[src/rtl/dp_tap_ctrl.sv]
// IEEE 1149.1 TAP controller oversampled in the iclk domain; drives the boundary-scan
// chain controls and muxes IR/IDCODE/BYPASS/boundary data onto tdo.
`timescale 1ns/1ps
module dp_tap_ctrl #(
   parameter int unsigned          IR_WIDTH   = 4,
   parameter logic [IR_WIDTH-1:0]  EXTEST     = IR_WIDTH'(0),
   parameter logic [IR_WIDTH-1:0]  SAMPLE     = IR_WIDTH'(1),
   parameter logic [IR_WIDTH-1:0]  IDCODE     = IR_WIDTH'(2),
   parameter logic [31:0]          IDCODE_VAL = 32'h1000_0001
) (
   input  logic       iclk,
   input  logic       ireset,
   input  logic       tck,
   input  logic       tms,
   input  logic       tdi,
   output logic       tdo,
   output logic       tdo_en,
   input  logic       bsc_sdo,
   output logic       bsc_sdi,
   output logic       mode,
   output logic       shift_dr,
   output logic       clk_dr,
   output logic       update_dr,
   output logic [3:0] tap_state
);

   typedef enum logic [3:0] {
      TLR    = 4'd0,  RTI    = 4'd1,  SEL_DR = 4'd2,  CAP_DR = 4'd3,
      SH_DR  = 4'd4,  EX1_DR = 4'd5,  PA_DR  = 4'd6,  EX2_DR = 4'd7,
      UPD_DR = 4'd8,  SEL_IR = 4'd9,  CAP_IR = 4'd10, SH_IR  = 4'd11,
      EX1_IR = 4'd12, PA_IR  = 4'd13, EX2_IR = 4'd14, UPD_IR = 4'd15
   } tap_state_t;

   tap_state_t          state, state_d;
   logic                tck_s1, tck_s2, tck_s3;
   logic                tms_s1, tms_s2;
   logic                tdi_s1, tdi_s2;
   logic                tck_rise_q, tck_fall_q;
   logic                rise_c, fall_c;
   logic [IR_WIDTH-1:0] ir, ir_sh, ir_d;
   logic [31:0]         idcode_sh;
   logic                byp;
   logic                bnd_sel;

   // rise_c/fall_c are seen one cycle before tck_rise_q/tck_fall_q, so the chain
   // pulses are issued while the FSM still holds the state they belong to
   assign rise_c    = tck_s2 & ~tck_s3;
   assign fall_c    = ~tck_s2 & tck_s3;
   assign bnd_sel   = (ir == EXTEST) | (ir == SAMPLE);
   assign shift_dr  = bnd_sel & (state == SH_DR);
   assign bsc_sdi   = tdi_s2;
   assign tap_state = 4'(state);

   always_ff @(posedge iclk) begin
      if (ireset) state <= TLR;
      else        state <= state_d;
   end

   // next-state: standard 1149.1 graph, stepping only on the synced tck rise
   always_comb begin
      state_d = state;
      if (tck_rise_q) begin
         unique case (state)
            TLR:    state_d = tms_s2 ? TLR    : RTI;
            RTI:    state_d = tms_s2 ? SEL_DR : RTI;
            SEL_DR: state_d = tms_s2 ? SEL_IR : CAP_DR;
            CAP_DR: state_d = tms_s2 ? EX1_DR : SH_DR;
            SH_DR:  state_d = tms_s2 ? EX1_DR : SH_DR;
            EX1_DR: state_d = tms_s2 ? UPD_DR : PA_DR;
            PA_DR:  state_d = tms_s2 ? EX2_DR : PA_DR;
            EX2_DR: state_d = tms_s2 ? UPD_DR : SH_DR;
            UPD_DR: state_d = tms_s2 ? SEL_DR : RTI;
            SEL_IR: state_d = tms_s2 ? TLR    : CAP_IR;
            CAP_IR: state_d = tms_s2 ? EX1_IR : SH_IR;
            SH_IR:  state_d = tms_s2 ? EX1_IR : SH_IR;
            EX1_IR: state_d = tms_s2 ? UPD_IR : PA_IR;
            PA_IR:  state_d = tms_s2 ? EX2_IR : PA_IR;
            EX2_IR: state_d = tms_s2 ? UPD_IR : SH_IR;
            UPD_IR: state_d = tms_s2 ? SEL_DR : RTI;
            default: state_d = TLR;
         endcase
      end
   end

   always_comb begin
      ir_d = ir;
      if (state == TLR)                    ir_d = IDCODE;
      else if (tck_fall_q && state == UPD_IR) ir_d = ir_sh;
   end

   always_ff @(posedge iclk) begin
      if (ireset) begin
         tck_s1     <= 1'b0;
         tck_s2     <= 1'b0;
         tck_s3     <= 1'b0;
         tms_s1     <= 1'b0;
         tms_s2     <= 1'b0;
         tdi_s1     <= 1'b0;
         tdi_s2     <= 1'b0;
         tck_rise_q <= 1'b0;
         tck_fall_q <= 1'b0;
         clk_dr     <= 1'b0;
         update_dr  <= 1'b0;
         ir         <= IDCODE;
         ir_sh      <= '0;
         idcode_sh  <= '0;
         byp        <= 1'b0;
         mode       <= 1'b0;
         tdo        <= 1'b0;
         tdo_en     <= 1'b0;
      end else begin
         tck_s1     <= tck;
         tck_s2     <= tck_s1;
         tck_s3     <= tck_s2;
         tms_s1     <= tms;
         tms_s2     <= tms_s1;
         tdi_s1     <= tdi;
         tdi_s2     <= tdi_s1;
         tck_rise_q <= rise_c;
         tck_fall_q <= fall_c;
         clk_dr     <= rise_c & bnd_sel & ((state == CAP_DR) | (state == SH_DR));
         update_dr  <= fall_c & bnd_sel & (state == UPD_DR);
         ir         <= ir_d;
         mode       <= (ir_d == EXTEST);

         if (tck_rise_q) begin
            unique case (state)
               CAP_IR: ir_sh <= IR_WIDTH'(1);
               SH_IR:  ir_sh <= {tdi_s2, ir_sh[IR_WIDTH-1:1]};
               CAP_DR: begin
                  idcode_sh <= IDCODE_VAL;
                  byp       <= 1'b0;
               end
               SH_DR: begin
                  idcode_sh <= {tdi_s2, idcode_sh[31:1]};
                  byp       <= tdi_s2;
               end
               default: ;
            endcase
         end

         // tdo launches on the falling tck so the host samples it on the next rise
         if (tck_fall_q) begin
            unique case (state)
               SH_IR: begin
                  tdo    <= ir_sh[0];
                  tdo_en <= 1'b1;
               end
               SH_DR: begin
                  tdo    <= bnd_sel ? bsc_sdo : ((ir == IDCODE) ? idcode_sh[0] : byp);
                  tdo_en <= 1'b1;
               end
               default: begin
                  tdo    <= 1'b0;
                  tdo_en <= 1'b0;
               end
            endcase
         end
      end
   end

endmodule

[config.mk]
export PLATFORM = sky130hd
export DESIGN_NAME = dp_tap_ctrl
export DESIGN_NICKNAME = d
export VERILOG_FILES = /design/src/rtl/dp_tap_ctrl.sv
export SDC_FILE = /design/constraint.sdc
export NUM_CORES = 1
export LEC_CHECK = 0
export CORE_AREA = 3 3 66 68
export CTS_CLUSTER_DIAMETER = 100
export DETAILED_ROUTE_END_ITERATION = 10
export DIE_AREA = 0 0 69 71
export GPL_TIMING_DRIVEN = 0
export PLACE_DENSITY = 0.81
export SYNTH_ARGS = -nofsm -noshare
export SYNTH_HDL_FRONTEND = slang
export SYNTH_SLANG_ARGS = --single-unit
[constraint.sdc]
create_clock -name iclk -period 4.05 [get_ports iclk]
set_input_delay 0.81 -clock iclk [delete_from_list [all_inputs] [get_ports iclk]]
set_output_delay 0.81 -clock iclk [all_outputs]
set_load 0.02 [all_outputs]
==> metrics, run 1 <==
run status=completed; startpoint of the tightest hold check path=tck_s3; number of H-tree levels=3; PortBufs=16; Overflow after GRT=0; number of remaining DRC errors=0; slowest stage cell on the critical path=sky130_fd_sc_hd__clkdlybuf4s50_1; Final Skew=8.53 ps; vias=1845; Hold Crit Depth=1; R2R Path End=tap_state[1]; classification of the worst-slack hold path=reg2reg; critical path type=reg2out; register bit count reported by yosys=58; Total Negative Setup Slacks=0 ps; maximum resistive drop on vdd=0.270 mV; core region area=3910 sq um; die footprint=4900 sq um; fraction of layout cells with a size suffix above 1=13.5%; initial antenna violation count=0; IO Pins=17; fin crit share=72.7%; Rows=23; routed wl met2=2020 um; CTS Sinks=58; vertical die dimension=71 um; maximum number of pins on one net before global-route repair=11; sequential cell fraction of total power=50.5%; clock root buffer master=sky130_fd_sc_hd__clkbuf_8; clock-pin slew reported for the worst setup and hold paths after clock tree synthesis=60 ps; leading cell types by total area after synthesis=sky130_fd_sc_hd__dfxtp_1 51%, sky130_fd_sc_hd__a22oi_1 10%, sky130_fd_sc_hd__nor2_1 7.5%, sky130_fd_sc_hd__nor2b_1 2.7%, sky130_fd_sc_hd__mux2i_1 2.2%; total power divided by cell area=419 nW/um^2; post-route design area=2720 sq um; Max-Cap Viols=0; Tot Pwr=1.14 mW; final weighted congestion in routability-driven placement=0.890; Most used DFF post-synth=sky130_fd_sc_hd__dfxtp_1; die width=69 um; number of cell instances on the worst register-to-register path=5; number of nets at the end of the flow=276; net switching fraction of the power=21.1%; global-route wire length before repair=7550 um; internal portion of total power=0.902 mW; hold buffers post-CTS=0; worst hold slack=426 ps; cell area after placement=2520 sq um; Tmin final=2950 ps; CP Capture Type=primary output; average via count per standard cell=5.68; final number of setup-violating endpoints=0; number of buffers added for setup after CTS=0; area leader, netlist=sky130_fd_sc_hd__dfxtp_1; slew at the pin closest to its max-slew limit=491 ps; Yosys cell types=44; clk_lat worst skew=330 ps; Diodes inserted=0; number of enable flip-flop cells after synthesis=0; number of hold violations in the final report=0; drt pass-1 iters=5; critical path startpoint category=register; most frequent cells after synthesis=58 x sky130_fd_sc_hd__dfxtp_1, 46 x sky130_fd_sc_hd__nor2_1, 31 x sky130_fd_sc_hd__a22oi_1; worst-case headroom to the max-slew limit=67.3%; series of cell instances along the critical path=nor4b_4 > nor4b_1 > clkdlybuf4s50_1; count of cells resized by post-cts repair=0; setup repair after global routing missed its margin=false; vias in the first global route=1660; met1 wire length=2070 um; Synth Instances=243; Avg Synthesized Cell Area=9.45 sq um; Arrival @ worst endpoint=2140 ps; final core utilization=69.6%; number of nets with antenna violations after routing=0; wire per inst=13.7 um; net switching power figure=0.241 mW; post-synth net total=249; final number of max-transition violations=0; area share of the largest cell type after synthesis=50.5%; data required time at the worst endpoint=3240 ps; FFs w/ async S/R, synth=0%; area growth from synthesis to final layout=18.6%; Post-Synthesis Cell Area=2300 sq um; worst reg2reg startpoint=tap_state[0]; Clock power frac=46.6%; top routing layer used=met4; flop2flop setup slack=2480 ps; worst hold endpoint=tck_rise_q; met3 wirelength from detailed routing=310 um; Largest stage delay, worst path=650 ps; P_leak=1.01 nW; Iter 0 DRT Violations=124; upper clock frequency limit=0.340 GHz; cts bufs inserted=9; half-perimeter wire length of the detailed placement result=3060 um; sequential cell area fraction in the yosys report=50.5%; deepest clock path buffer count=2; TritonCTS clock tree=yes; Total GRT Usage=19.4%; cell with the most instances after synthesis=sky130_fd_sc_hd__dfxtp_1; portion of total power attributed to combinational logic=2.8%; number of warnings printed during yosys synthesis=0; wirelength, routed=4460 um; starting density of the core=58.7%; Max Fanout on Critical Path=8
-- cells by family (layout without fill, tap and decap cells) --
| group | Yosys count | in the layout | share of synthesized area (%) |
|---|---|---|---|
| simple gates | 96 | 96 | 22.5 |
| compound gates | 60 | 60 | 18.7 |
| flops | 58 | 58 | 50.5 |
| buf+inv | 23 | 55 | 5.66 |
| mux | 5 | 5 | 2.18 |
| xor+xnor | 1 | 1 | 0.381 |
-- cell type report --
type / count / area, sq um
tap: 50 / 62.6
clock buffer: 11 / 151
fill: 312 / 1190
multi-input combinational: 162 / 1010
sequential: 58 / 1160
buffer: 18 / 111
inverter: 5 / 18.8
clock inverter: 5 / 52.6
timing repair buffer: 16 / 160
-- cell usage in the layout (no fill, tap or decap), drive strengths merged, types with 2 or more instances in the layout --
master,instances
dfxtp,58
nor2,46
a22oi,31
clkbuf,18
clkdlybuf4s50,16
buf,11
nor2b,10
nor3,10
nand2,8
a21oi,8
o21ai,7
inv,5
mux2i,5
nand3,4
nor4b,4
clkinv,3
and3b,2
and2,2
a311o,2
a211oi,2
a31oi,2
or2,2
nor3b,2
nand4,2
-- registers in the layout, indices dropped and copies added, names as in the netlist --
signal / cells
tms_s1: 1
tap_state: 4
mode: 1
ir: 4
tck_rise_q: 1
tdo: 1
tck_s2: 1
clk_dr: 1
tdo_en: 1
bsc_sdi: 1
ir_sh: 4
tms_s2: 1
tck_s1: 1
idcode_sh: 32
tck_fall_q: 1
tck_s3: 1
tdi_s1: 1
update_dr: 1
-- per-layer routing --
metal | global-route usage (%) | vias up
met5 | 0 | -
met1 | 26.9 | 863
met4 | 7.16 | 0
met3 | 7.24 | 7
met2 | 27.8 | 55
li1 | - | 920
-- per-stage QoR --
stage,instances,setup WS [ps]
after floorplan,243,1620
after global placement,309,1450
after detailed placement,309,1470
after CTS,325,1090
after global routing,325,1010
final,325,1100
-- power groups by stage --
stage / logic [mW] / clock network, mW / registers (mW)
after floorplan: 0.0178 / 0 / 0.591
after global placement: 0.0316 / 0 / 0.590
after detailed placement: 0.0321 / 0 / 0.590
after CTS: 0.0323 / 0.543 / 0.577
after global routing: 0.0355 / 0.568 / 0.577
final: 0.0323 / 0.533 / 0.577
-- worst max-delay path: cells and delay by family (launching register included) --
kind / cells / cell delay [ps]
DFF: 1 / 470
and+or+nand+nor: 2 / 690
buffers and inverters: 1 / 650
-- how the worst max path moves through the flow --
stage / slack (ps) / start / endpoint / depth (start not counted)
global route: 1010 / tap_state[2] / shift_dr / 3
global placement: 1450 / tap_state[1] / shift_dr / 4
CTS: 1090 / tap_state[2] / shift_dr / 3
floorplan: 1620 / tap_state[1] / shift_dr / 3
detailed placement: 1470 / tap_state[2] / shift_dr / 3
finish: 1100 / tap_state[2] / shift_dr / 3
Power figures use the tool's default switching activity.
==> inputs of run 2 (changes only) <==
==> config.mk (replaced) <==
export PLATFORM = sky130hd
export DESIGN_NAME = dp_tap_ctrl
export DESIGN_NICKNAME = d
export VERILOG_FILES = /design/src/rtl/dp_tap_ctrl.sv
export SDC_FILE = /design/constraint.sdc
export NUM_CORES = 1
export LEC_CHECK = 0
export CORE_AREA = 3 3 72 74
export CTS_CLUSTER_DIAMETER = 100
export DETAILED_ROUTE_END_ITERATION = 10
export DIE_AREA = 0 0 75 77
export GPL_TIMING_DRIVEN = 0
export PLACE_DENSITY = 0.72
export SYNTH_ARGS = -nofsm -noshare
export SYNTH_HDL_FRONTEND = slang
export SYNTH_SLANG_ARGS = --single-unit
==> constraint.sdc (replaced) <==
create_clock -name iclk -period 2.55 [get_ports iclk]
set_input_delay 0.51 -clock iclk [delete_from_list [all_inputs] [get_ports iclk]]
set_output_delay 0.51 -clock iclk [all_outputs]
set_load 0.02 [all_outputs]
==> metrics, run 2 (synthesized netlist as in run 1, its figures left out) <==
average via count per standard cell=5.53 (-2.7%); TritonCTS clock tree=yes; sequential cell fraction of total power=54.2% (+3.7 points); internal portion of total power=1.33 mW (+47%); cts bufs inserted=9 (unchanged); post-route design area=2700 sq um (-0.83%); leading cell types in the layout, fill and taps excluded=58 x sky130_fd_sc_hd__dfxtp_1, 46 x sky130_fd_sc_hd__nor2_1, 31 x sky130_fd_sc_hd__a22oi_1, 15 x sky130_fd_sc_hd__clkdlybuf4s50_1, 11 x sky130_fd_sc_hd__clkbuf_8; net switching power figure=0.365 mW (+52%); critical path startpoint category=register; slew at the pin closest to its max-slew limit=499 ps (+8.02 ps); Iter 0 DRT Violations=142 (+15%); starting density of the core=49.3% (-9.4 points); Max Fanout on Critical Path=8 (unchanged); vias=1818 (-1.5%); wirelength, routed=4390 um (-1.5%); Arrival @ worst endpoint=1790 ps (-350 ps); Finished Layout Cells=329 (+1.2%); net switching fraction of the power=21.5% (+0.47 points); upper clock frequency limit=0.434 GHz; Total GRT Usage=17.1% (-2.4 points); Overflow after GRT=0 (unchanged); die width=75 um (+8.7%); data required time at the worst endpoint=2040 ps (-1200 ps); vertical die dimension=77 um (+8.5%); PortBufs=16 (unchanged); vias in the first global route=1587 (-4.4%); maximum resistive drop on vdd=0.445 mV (+64%); wire per inst=13.4 um (-2.7%); area growth from synthesis to final layout=17.6%; Max-Cap Viols=0 (unchanged); classification of the worst-slack hold path=reg2reg; half-perimeter wire length of the detailed placement result=2980 um (-2.5%); CP Capture Type=primary output; critical path type=reg2out; setup repair after global routing missed its margin=false; Diodes inserted=0 (unchanged); P_leak=1.01 nW (-0.27%); Top reg by flops=idcode_sh; number of remaining DRC errors=0 (unchanged); Clock power frac=42.8% (-3.8 points); clk_lat worst skew=330 ps (about the same); portion of total power attributed to combinational logic=3.0% (+0.2 points); Total Negative Setup Slacks=0 ps (unchanged); die footprint=5780 sq um (+18%); leading cell type in the layout, fill and taps excluded=sky130_fd_sc_hd__dfxtp_1; IO Pins=17 (unchanged); fin crit share=90.3%; number of nets with antenna violations after routing=0 (unchanged); cell area after placement=2520 sq um (+0.20%); global-route wire length before repair=7450 um (-1.3%); clock root buffer master=sky130_fd_sc_hd__clkbuf_8; deepest clock path buffer count=2 (unchanged); number of H-tree levels=3 (unchanged); Final Skew=4.78 ps (-3.75 ps); run status=completed; Rows=25 (+8.7%); final core utilization=58.0% (-12 points); initial antenna violation count=0 (unchanged); maximum number of pins on one net before global-route repair=11 (unchanged); CTS Sinks=58 (unchanged); drt pass-1 iters=4 (-1); worst-case headroom to the max-slew limit=66.7% (-0.53 points); final number of setup-violating endpoints=0 (unchanged); total power divided by cell area=627 nW/um^2 (+49%); number of nets at the end of the flow=277 (+0.36%); Placed Instances=313 (+1.3%); number of hold violations in the final report=0 (unchanged); core region area=4660 sq um (+19%); clock-pin slew reported for the worst setup and hold paths after clock tree synthesis=60 ps (about the same); final number of max-transition violations=0 (unchanged); fraction of layout cells with a size suffix above 1=13.1% (-0.36 points); max reg flops=32 (unchanged); final weighted congestion in routability-driven placement=0.836 (-6.0%); Tmin final=2300 ps
[run 2: area by class of cell]
cell class,instances,area (sq um)
fillers,397,1960
flip-flops and latches,58,1160
well taps,54,67.6
repair buffers,17,166
multi-input cells,162,1010
inverters,5,18.8
clock inverters,3,15.0
clock buffers,12,155
plain buffers,18,111
[run 2: worst paths after layout]
kind                                      end  cells past startpoint  slack, ps    startpoint
worst max-delay path                 shift_dr                      3        250  tap_state[2]
worst min-delay path               tck_rise_q                      1        400        tck_s3
worst min register to register     tck_rise_q                      1        400        tck_s3
worst max register to register  idcode_sh[23]                      6        950  tap_state[2]
[run 2: metrics by stage]
step                hold slack [ps]  total power [mW]  worst slack (ps)
floorplan                       390             0.967               417
global placement                397             0.988               241
detailed placement              409             0.988               248
CTS                             409              1.72               269
global route                    427              1.77               190
finish                          405              1.69               246
[run 2: power by group through the flow]
stage                     sequential (mW)  combinational [mW]  clock [mW]
final                               0.917              0.0508       0.725
after global routing                0.917              0.0567       0.797
after CTS                           0.917              0.0511       0.753
after detailed placement            0.937              0.0509           0
after global placement              0.937              0.0505           0
after floorplan                     0.938              0.0282           0
[run 2: layer usage]
metal  share of wire [%]  global-route usage, %  wire, um  vias to the layer above
li1                    -                      -         -                      924
met1                  47                   23.1      2060                      838
met2                  45                   22.4      1970                       45
met3                 6.0                   8.13       263                       11
met4                 2.3                   8.36       103                        0
met5                   0                      0         0                        -
[run 2: timing repair]
item                                    in CTS  in global routing
endpoints found under the setup margin       1                  0
buffers inserted                             1                  0
hold buffers                                 0                  0
resized for setup                            1                  0
[run 2: critical path, stage by stage, from the launching register on]
cell and delay, ps:
sky130_fd_sc_hd__dfxtp_1 500, sky130_fd_sc_hd__nor4b_4 320, sky130_fd_sc_hd__nor4b_1 260, sky130_fd_sc_hd__dlygate4sd2_1 370
==> patch: new RTL, flow settings as in run 1 <==
`IR_WIDTH`: 4 -> 6.
--- a/src/rtl/dp_tap_ctrl.sv
+++ b/src/rtl/dp_tap_ctrl.sv
@@ -2,7 +2,7 @@
 // chain controls and muxes IR/IDCODE/BYPASS/boundary data onto tdo.
 `timescale 1ns/1ps
 module dp_tap_ctrl #(
-   parameter int unsigned          IR_WIDTH   = 4,
+   parameter int unsigned          IR_WIDTH   = 6,
    parameter logic [IR_WIDTH-1:0]  EXTEST     = IR_WIDTH'(0),
    parameter logic [IR_WIDTH-1:0]  SAMPLE     = IR_WIDTH'(1),
    parameter logic [IR_WIDTH-1:0]  IDCODE     = IR_WIDTH'(2),
Check against the original RTL: no difference found for any inputs over 10 cycles, from zero or initial values and one cycle with ireset high; that may be too few to reach the edited logic, so the function may still have changed.
==> patch against run 1 <==
Worst setup slack better by 0.0052 ns; area after synthesis increased by 7.5%; combinational power grew 7.1%; clock skew is 0.0021 ns higher; design area increased by 6.7%; global-route usage is 1.5 points higher; wire length rose by 7.1%; count of clock-buffer cells in the layout is 1 lower; sequential cell count is 4 higher; fmax grew 0.18%; total power is 9.9% higher; critical path type unchanged; critical endpoint unchanged.
==> patch: results (changes against run 1) <==
result of the run=finished clean (unchanged); Final #Nets=296 (was 276); largest net degree at the start of global routing=12 (was 11); first-pass GRT wire length=8060 um (was 7550 um); biggest area contributors in the synthesized netlist=dfxtp_1 50%, nand2b_1 7.3%, o22ai_1 6.1% (was dfxtp_1 51%, a22oi_1 10%, nor2_1 7.5%); Yosys top cell area share=50.3% (was 50.5%); highest ir drop seen on vdd=399 uV (was 270 uV); clock network contribution to total cell area=7.67% (was 7.49%); proportion of synthesized chip area in sequential cells=50.3% (was 50.5%); Clock Skew=0.0106 ns (was 0.00853 ns); worst setup slack before clock tree synthesis=1.47 ns (about the same); fraction of registers with async set or reset after synthesis=0% (unchanged); Leakage=1.01 nW (about the same); Post-Synthesis Cells=264 (was 243); count of placed standard cells including taps=329 (was 309); crit-path max FO=10 (was 8); fraction of standard cell area that is sequential=42.7% (was 42.6%); share of synthesized area spent on multiplexers=2.84% (was 2.18%); Filler cells=295 (was 312); Synthesized Nets=270 (was 249); Non-clock buffer share=8.40% (was 9.97%); synthesized flop and latch total=62 (was 58); count of non-CTS buffers in the layout=35 (was 34); via count of the first global-routing pass=1830 (was 1660); number of different library cells in the post-synthesis netlist=48 (was 44); fraction of standard cell area in multi-input logic=38.0% (was 36.9%); aggregate global-route resource usage=21.0% (was 19.4%); Inverters excl. clock=8 (was 5); share of the synthesized area in compound gates (AO/OA/AOI/OAI)=19.4% (was 18.7%); last weighted congestion value of the routability-driven placer=0.893 (was 0.890); wirelength, routed=4780 um (was 4460 um); drt initial violations=165 (was 124); synth cell count leaders=62 x dfxtp_1, 29 x nand2b_1, 24 x o22ai_1 (was 58 x dfxtp_1, 46 x nor2_1, 31 x a22oi_1); Detailed Place HPWL=3250 um (was 3060 um); share of final-layout standard cells stronger than drive strength 1=9.83% (was 13.5%); clock buffer count=10 (was 11); number of combinational gates with multiple inputs=174 (was 162); total power density per cell area=432 mW/mm^2 (was 419 mW/mm^2); CP peak stage delay=0.61 ns (was 0.65 ns); Port Buffer Count=15 (was 16); clock latency on the worst-skew pair=0.35 ns (was 0.33 ns); first drt pass iteration count=4 (was 5); average via count per standard cell=5.77 (was 5.68)
## patch: changes by cell type after synthesis, sizes merged, moves of 3 or more
cell    change
nand2       +4
nand2b     +28
nor3        -8
a21oi       +8
buf         -5
dfxtp       +4
a22oi      -30
inv         +3
nor2       -26
o211ai      +3
o22ai      +24
nor4b       -3
clkbuf      +7
nand3       +3
## patch: worst paths after layout
check / startpoint / to / slack, ns / depth (start not counted)
max: tap_state[2] / shift_dr / 1.11 / 5
max reg2reg: tap_state[2] / idcode_sh[19] / 2.18 / 5
min reg2reg: tdi_s1 / bsc_sdi / 0.43 / 1
min: tdi_s1 / bsc_sdi / 0.43 / 1
## patch: report_power, final
group          switching [W]  internal [W]
Sequential        0.00000295      0.000614
Clock               0.000243      0.000361
Combinational      0.0000189     0.0000157
## patch: routing by layer
metal / vias to the layer above / track usage [%] / wire length [um]
li1: 992 / - / -
met5: - / 0 / 0
met3: 11 / 7.24 / 293
met1: 937 / 24.9 / 2140
met4: 0 / 10.4 / 112
met2: 49 / 33.9 / 2240
